<file path="src/rtl/dmem_port_arbiter.sv">
// dmem_port_arbiter: shares one data-memory port between the MEM stage (D)
// and instruction fetch (I). D has priority; a bounded-starvation counter
// forces an I grant after MAX_CONSEC back-to-back D grants while I waits.
// A watchdog completes any grant the memory never acknowledges.
//
// Handshake (both requester sides and the memory side): a requester holds its
// request level until its ack; ack is a single-cycle pulse and the read data
// is valid only in that cycle (zero otherwise). The memory side sees stb/wr_en
// held from registers for the whole grant and answers with a one-cycle ack.
module dmem_port_arbiter #(
  parameter int MAX_CONSEC = 4,
  parameter int TIMEOUT    = 16
) (
  input  logic        clk,
  input  logic        rst_n,
  input  logic        i_d_stb,
  input  logic        i_d_wr_en,
  input  logic [31:0] i_d_addr,
  input  logic [31:0] i_d_wr_data,
  output logic        o_d_ack,
  output logic [31:0] o_d_rdata,
  input  logic        i_i_stb,
  input  logic [31:0] i_i_addr,
  output logic        o_i_ack,
  output logic [31:0] o_i_rdata,
  output logic        o_m_stb,
  output logic        o_m_wr_en,
  output logic [31:0] o_m_addr,
  output logic [31:0] o_m_wr_data,
  input  logic        i_m_ack,
  input  logic [31:0] i_m_rdata,
  output logic        o_err,
  output logic [1:0]  o_dbg_state
);

  typedef enum logic [1:0] {
    IDLE  = 2'd0,
    GNT_D = 2'd1,
    GNT_I = 2'd2
  } state_e;

  localparam int SW = (MAX_CONSEC < 1) ? 1 : $clog2(MAX_CONSEC + 1);
  localparam logic [SW-1:0] STARVE_MAX = SW'(MAX_CONSEC);
  localparam logic [7:0]    WAIT_LAST  = 8'(TIMEOUT - 1);

  state_e        state_q, state_d;
  logic [SW-1:0] starve_q, starve_d;
  logic [7:0]    wait_q, wait_d;
  logic          wr_q, wr_d;
  logic [31:0]   addr_q, addr_d;
  logic [31:0]   wdata_q, wdata_d;

  logic d_req;
  logic i_force;
  logic in_grant;
  logic timeout;
  logic done;

  // Request decode, starvation override and completion conditions.
  always_comb begin
    d_req    = i_d_stb | i_d_wr_en;
    i_force  = i_i_stb && (starve_q == STARVE_MAX);
    in_grant = (state_q != IDLE);
    timeout  = in_grant && !i_m_ack && (wait_q == WAIT_LAST);
    done     = in_grant && (i_m_ack || timeout);
  end

  // Next state: arbitration in IDLE, latch the winner, watchdog in grants.
  always_comb begin
    state_d  = state_q;
    starve_d = starve_q;
    wait_d   = wait_q;
    wr_d     = wr_q;
    addr_d   = addr_q;
    wdata_d  = wdata_q;
    case (state_q)
      IDLE: begin
        wait_d = 8'd0;
        if (d_req && !i_force) begin
          state_d = GNT_D;
          wr_d    = i_d_wr_en;
          addr_d  = i_d_addr;
          wdata_d = i_d_wr_data;
          if (!i_i_stb) begin
            starve_d = '0;
          end else if (starve_q != STARVE_MAX) begin
            starve_d = starve_q + SW'(1);
          end
        end else if (i_i_stb) begin
          state_d  = GNT_I;
          wr_d     = 1'b0;
          addr_d   = i_i_addr;
          wdata_d  = 32'd0;
          starve_d = '0;
        end else begin
          starve_d = '0;
        end
      end
      GNT_D, GNT_I: begin
        if (done) begin
          state_d = IDLE;
        end else begin
          wait_d = wait_q + 8'd1;
        end
      end
      default: state_d = IDLE;
    endcase
  end

  // State, counters and latched request registers.
  always_ff @(posedge clk or negedge rst_n) begin
    if (!rst_n) begin
      state_q  <= IDLE;
      starve_q <= '0;
      wait_q   <= 8'd0;
      wr_q     <= 1'b0;
      addr_q   <= 32'd0;
      wdata_q  <= 32'd0;
    end else begin
      state_q  <= state_d;
      starve_q <= starve_d;
      wait_q   <= wait_d;
      wr_q     <= wr_d;
      addr_q   <= addr_d;
      wdata_q  <= wdata_d;
    end
  end

  // Memory drive from latched request; owner ack/rdata straight from memory.
  always_comb begin
    o_m_stb     = 1'b0;
    o_m_wr_en   = 1'b0;
    o_m_addr    = 32'd0;
    o_m_wr_data = 32'd0;
    o_d_ack     = 1'b0;
    o_i_ack     = 1'b0;
    o_d_rdata   = 32'd0;
    o_i_rdata   = 32'd0;
    o_err       = timeout;
    if (state_q == GNT_D) begin
      o_m_stb     = !wr_q;
      o_m_wr_en   = wr_q;
      o_m_addr    = addr_q;
      o_m_wr_data = wdata_q;
      o_d_ack     = done;
      o_d_rdata   = i_m_ack ? i_m_rdata : 32'd0;
    end else if (state_q == GNT_I) begin
      o_m_stb     = 1'b1;
      o_m_addr    = addr_q;
      o_i_ack     = done;
      o_i_rdata   = i_m_ack ? i_m_rdata : 32'd0;
    end
  end

  assign o_dbg_state = state_q;

endmodule

</file>
<file path="config.mk">
export PLATFORM = sky130hd
export DESIGN_NAME = dmem_port_arbiter
export DESIGN_NICKNAME = d
export VERILOG_FILES = /design/src/rtl/dmem_port_arbiter.sv
export SDC_FILE = /design/constraint.sdc
export NUM_CORES = 1
export LEC_CHECK = 0
export BUFFER_PORTS_ARGS = -buffer_cell sky130_fd_sc_hd__buf_2
export CAP_MARGIN = 5
export CELL_PAD_IN_SITES_DETAIL_PLACEMENT = 1
export CELL_PAD_IN_SITES_GLOBAL_PLACEMENT = 2
export CORE_UTILIZATION = 25
export CTS_CLUSTER_SIZE = 8
export DETAILED_ROUTE_END_ITERATION = 10
export PLACE_DENSITY = 0.87
export SETUP_SLACK_MARGIN = 0.1
export SKIP_CTS_REPAIR_TIMING = 1
export SLEW_MARGIN = 10
export SYNTH_ARGS = -nofsm -noshare
export SYNTH_HDL_FRONTEND = slang
export SYNTH_SLANG_ARGS = --single-unit
</file>
<file path="constraint.sdc">
create_clock -name clk -period 2.6 [get_ports clk]
set_input_delay 0 -clock clk [delete_from_list [all_inputs] [get_ports clk]]
set_output_delay 0 -clock clk [all_outputs]
set_load 0.02 [all_outputs]
</file>
Word-level counts from Yosys, hierarchy flattened
Cells that the tools add are included.
Storage, ports and cells
  output and inout port bits: 135
  register bits: 78
  input bits: 134
Cells by class
  eq/ne operators: 9
  $add $sub $neg: 2
  bitwise gates (word level): 1
  reductions and logical operators: 18
  mux-type cells: 28
Operators with widths (count)
  2-to-1 mux 32 bit: 11
  case mux 8 bit (2 select lines): 1
  2-to-1 mux 3 bit: 3
  adder 8 x 1 -> 8 bit (second input constant): 1
  equality test 8 x 4 -> 1 bit (second input constant): 1
  2-to-1 mux 1 bit: 8
  2-to-1 mux 8 bit: 1
  AND reduction 2 bit: 4
  2-to-1 mux 2 bit: 3
  inequality test 3 bit (second input constant): 2
  nonzero test 2 bit: 3
  logical AND 1 bit: 5
  inequality test 2 bit (second input constant): 2
  case mux 2 bit (2 select lines): 1
  adder 3 x 1 -> 3 bit (second input constant): 1
  equality test 3 bit (second input constant): 1
  logical NOT 1 bit: 3
  inequality test 3 x 2 -> 1 bit (second input constant): 1
  equality test 2 x 1 -> 1 bit (second input constant): 1
  equality test 2 bit (second input constant): 1
  logical NOT 2 bit: 1
  OR reduction 2 bit: 1
  logical OR 1 bit: 1
  OR 1 bit: 1

Logic depth before layout (Yosys ltp)
  depth in word-level cells: 7
  depth in mapped cells: 8
  depth with buffers taken out: 6

Worst setup path after synthesis
Ideal clock, no wire load.
  path kind: register to register
  start: reg state_q[0] (netlist: o_dbg_state[0])
  end: reg addr_q[10]
  path buffers: 3
  cell stages (with the launch flop): 9
  data arrival time: 1663 ps
  period minus slack after synthesis: 1791 ps
  setup slack: 809 ps
  cells stage by stage: dfrtp_1 > inv_1 > ha_1 > buf_2 > o21ai_1 > buf_2 > buf_2 > a222oi_1 > inv_1
Between the ends
  word-level cells in the longest chain between the ends: 2
RTL lines
  start, declared: line 46  | state_e state_q, state_d;
  start signal, assigned: line 120  | state_q <= state_d;
  logical NOT 2 bit: line 76  | case (state_q)
  AND reduction 2 bit (no line)
  end signal, assigned: line 124  | addr_q <= addr_d;
  end, declared: line 50  | logic [31:0] addr_q, addr_d;
No other way between the ends.
A chain may end at the register's enable or synchronous reset.

Worst setup path after layout
  start: reg state_q[0] (netlist: o_dbg_state[0])
  end: out o_i_ack
Between the ends
  word-level cells in the longest chain between the ends: 7
RTL lines
  nonzero test 2 bit: line 63  | in_grant = (state_q != IDLE);
  logical AND 1 bit (2 in series): line 64  | timeout = in_grant && !i_m_ack && (wait_q == WAIT_LAST);
  logical OR 1 bit: line 65  | done = in_grant && (i_m_ack || timeout);
  logical AND 1 bit: line 65
  2-to-1 mux 1 bit: line 147  | end else if (state_q == GNT_I) begin
  2-to-1 mux 1 bit *: line 140  | if (state_q == GNT_D) begin
  end, declared: line 24  | output logic o_i_ack,
Mark *: on every way between the ends. The rest lies on a longest branch, timed or not.

==> flow_metrics.tcl <==
set metrics [dict create \
    rsz0062_at_grt "false" \
    setup_tns_ps 0 \
    fin_area_mm2 0.00702 \
    grt_usage_pct 17.6 \
    io_pins 269 \
    cts.sinks 78 \
    port_buffers 268 \
    period_minus_slack_ps 2240 \
    cts_tree "built" \
    clockBufferDepth 2 \
    regToRegStartpoint "o_dbg_state[1]" \
    endpoint "o_i_ack" \
    dieWidth_um 131 \
    syn_avg_cell_area_um2 9.83 \
    synth_enable_flop_cells 0 \
    maxCapViolCount 0 \
    vias 4841 \
    critPathRequiredTime_ps 2600 \
    yosys_register_bits 78 \
    p_per_area_mw_per_mm2 1060 \
    yosys-top-cells-area "dfrtp_1 47%, and2_1 10%, a222oi_1 7.7%, a22o_1 6.9%, and3_1 4.9%" \
    fp.coreArea_mm2 0.0161 \
    grt_max_degree 79 \
    setup_slack_ps 361 \
    maxSlewViolCount 0 \
    yosys.area.top_type "dfrtp_1" \
    start_kind "flip-flop" \
    path_cells "inv_1, ha_1, nor4_2, nand3_1, nand2_1, and3b_1, buf_2" \
    path_max_fanout 11 \
    vdd_ir_drop_max_mv 0.408 \
    wl_per_cell_um 18.2 \
    hold_slack_ps 95.3 \
    insertion_delay_ps 340 \
    synth.distinct_cells 37 \
    outcome "complete, no violations" \
    nFillCells 1923 \
    worst_slew_pin_slew_ps 1210 \
    initial_core_util_pct 25.9 \
    p_leak_nw 3.89 \
    fin_skew_ps 7.71 \
    reg2reg_depth 5 \
    ant_nets 0 \
    die_y_um 131 \
    areaGrowthSynthToFinish_pct 68.2 \
    synth_top_area_share_pct 46.7 \
    hold_violations 0 \
    dpl_cell_area_mm2 0.00571 \
    synth_area_mm2 0.00418 \
    hold_class "in2reg" \
    cts-root-buf "clkbuf_16" \
    drc 0 \
    cts_buffers 9 \
    startpoint "o_dbg_state[0]" \
    dp.cells 882 \
    floorplan.rows 46 \
    pre_cts_slack_ps 481 \
    antenna_found_initial 0 \
    synth_cells 425 \
    fin_util_pct 43.6 \
    ys_top_cells_by_count "78 x dfrtp_1, 67 x and2_1, 42 x inv_1" \
    htree_levels 3 \
    worstPathArrival_ps 2240 \
    clk_pin_slew_ps 60 \
    power_mw 7.48 \
    async_reset_ff_share_pct 100 \
    grt_overflow 0 \
    period_share_pct 86.1 \
    maxSlewHeadroom_pct 19.3 \
    seq_area_frac_synth_pct 46.7 \
    die_area_mm2 0.0172 \
    ys.flop_type "dfrtp_1" \
    fin_nets 916 \
    yosys.cell_count.top_type "dfrtp_1" \
    r2r_end "addr_q[0]" \
    fmaxAchievable_mhz 447 \
    finalSetupViolCount 0 \
    dr.first_iter.drc_count 222 \
    grt_pass1_vias 4558 \
    yosysWarnings 0 \
    place.gp.congestion 0.898 \
    drive_above_1_share_pct 38.4 \
    end_kind "primary output" \
    instances_no_fill 997 \
    cpPeakStageDelay_ps 380 \
    dp_hpwl_um 11300 \
    n_antenna_cell 0 \
    critPathKind "reg2out" \
    wl_um 18100 \
    drt_pass1_iterations 5 \
    cp_slowest_cell "dfrtp_1" \
    via_per_inst 4.86 \
    r2r_setup_slack_ps 420 \
    grt_pass1_wl_um 24000 \
    syn-num-nets 565 \
]
registers in the layout, indices dropped and copies added (netlist names):
signal / cells
starve_q: 3
wdata_q: 32
wait_q: 8
addr_q: 32
o_dbg_state: 2
wr_q: 1
layout make-up:
cell class              count  area [um^2]  share of cell area (%)
inverters                  42          158                    2.24
multi-input cells         270         1930                    27.5
flip-flops and latches     78         1950                    27.8
clock inverters             7         95.1                    1.35
clock buffers               9          225                    3.21
well taps                 216          270                    3.85
repair buffers            375         2390                    34.1
placed cells by master (no fill, tap or decap), types with 2 or more instances in the layout:
master and n:
buf_2 267, dlygate4sd3_1 99, dfrtp_1 78, and2_1 67, inv_1 42, nor2b_1 33
and3_1 33, a22o_1 33, a222oi_1 32, nand2_1 14, clkbuf_16 9, buf_4 9
nor2_1 7, o21ai_0 6, nand3_1 5, ha_1 5, a21oi_1 4, and3b_1 2
nand2b_1 2, nand4_1 2, mux2i_1 2, a41oi_1 2, o22ai_1 2, clkinv_2 2
bufinv_16 2, inv_6 2
metal layers:
layer  global-route usage (%)  wire [um]  vias up
li1                         -          -     2203
met1                     20.0       6840     2344
met2                     30.9       9430      253
met3                     5.40       1350       41
met4                     6.52        529        0
met5                        0          0        -
worst max-delay path, delay by kind of cell, from the launching register on:
| family | cells | cell delay, ps |
|---|---|---|
| fa+ha+maj | 1 | 350 |
| buf+inv | 2 | 240 |
| simple gates | 4 | 920 |
| flops | 1 | 380 |
power breakdown:
group          internal (mW)  switching (mW)
Clock                  0.844           0.531
Combinational           1.53            2.50
Sequential              1.75           0.323
Total                   4.13            3.35
cell families after synthesis:
family          after synthesis  share of synthesized area [%]
mux                           2                          0.479
buf+inv                      77                           7.58
fa+ha+maj                     6                           1.80
compound gates               90                           18.6
simple gates                172                           24.8
flops                        78                           46.7
worst min path at each step:
stage	start	endpoint	slack, ps	cells after the start
after floorplan	rst_n	addr_q[0]	-300	0
after global placement	i_i_addr[28]	addr_q[28]	210	3
after detailed placement	i_i_addr[3]	addr_q[3]	220	3
after CTS	i_i_addr[3]	addr_q[3]	-150	3
after global routing	i_d_stb	o_dbg_state[1]	100	5
final	i_d_stb	o_dbg_state[1]	100	5
Power figures use the tool's default switching activity.
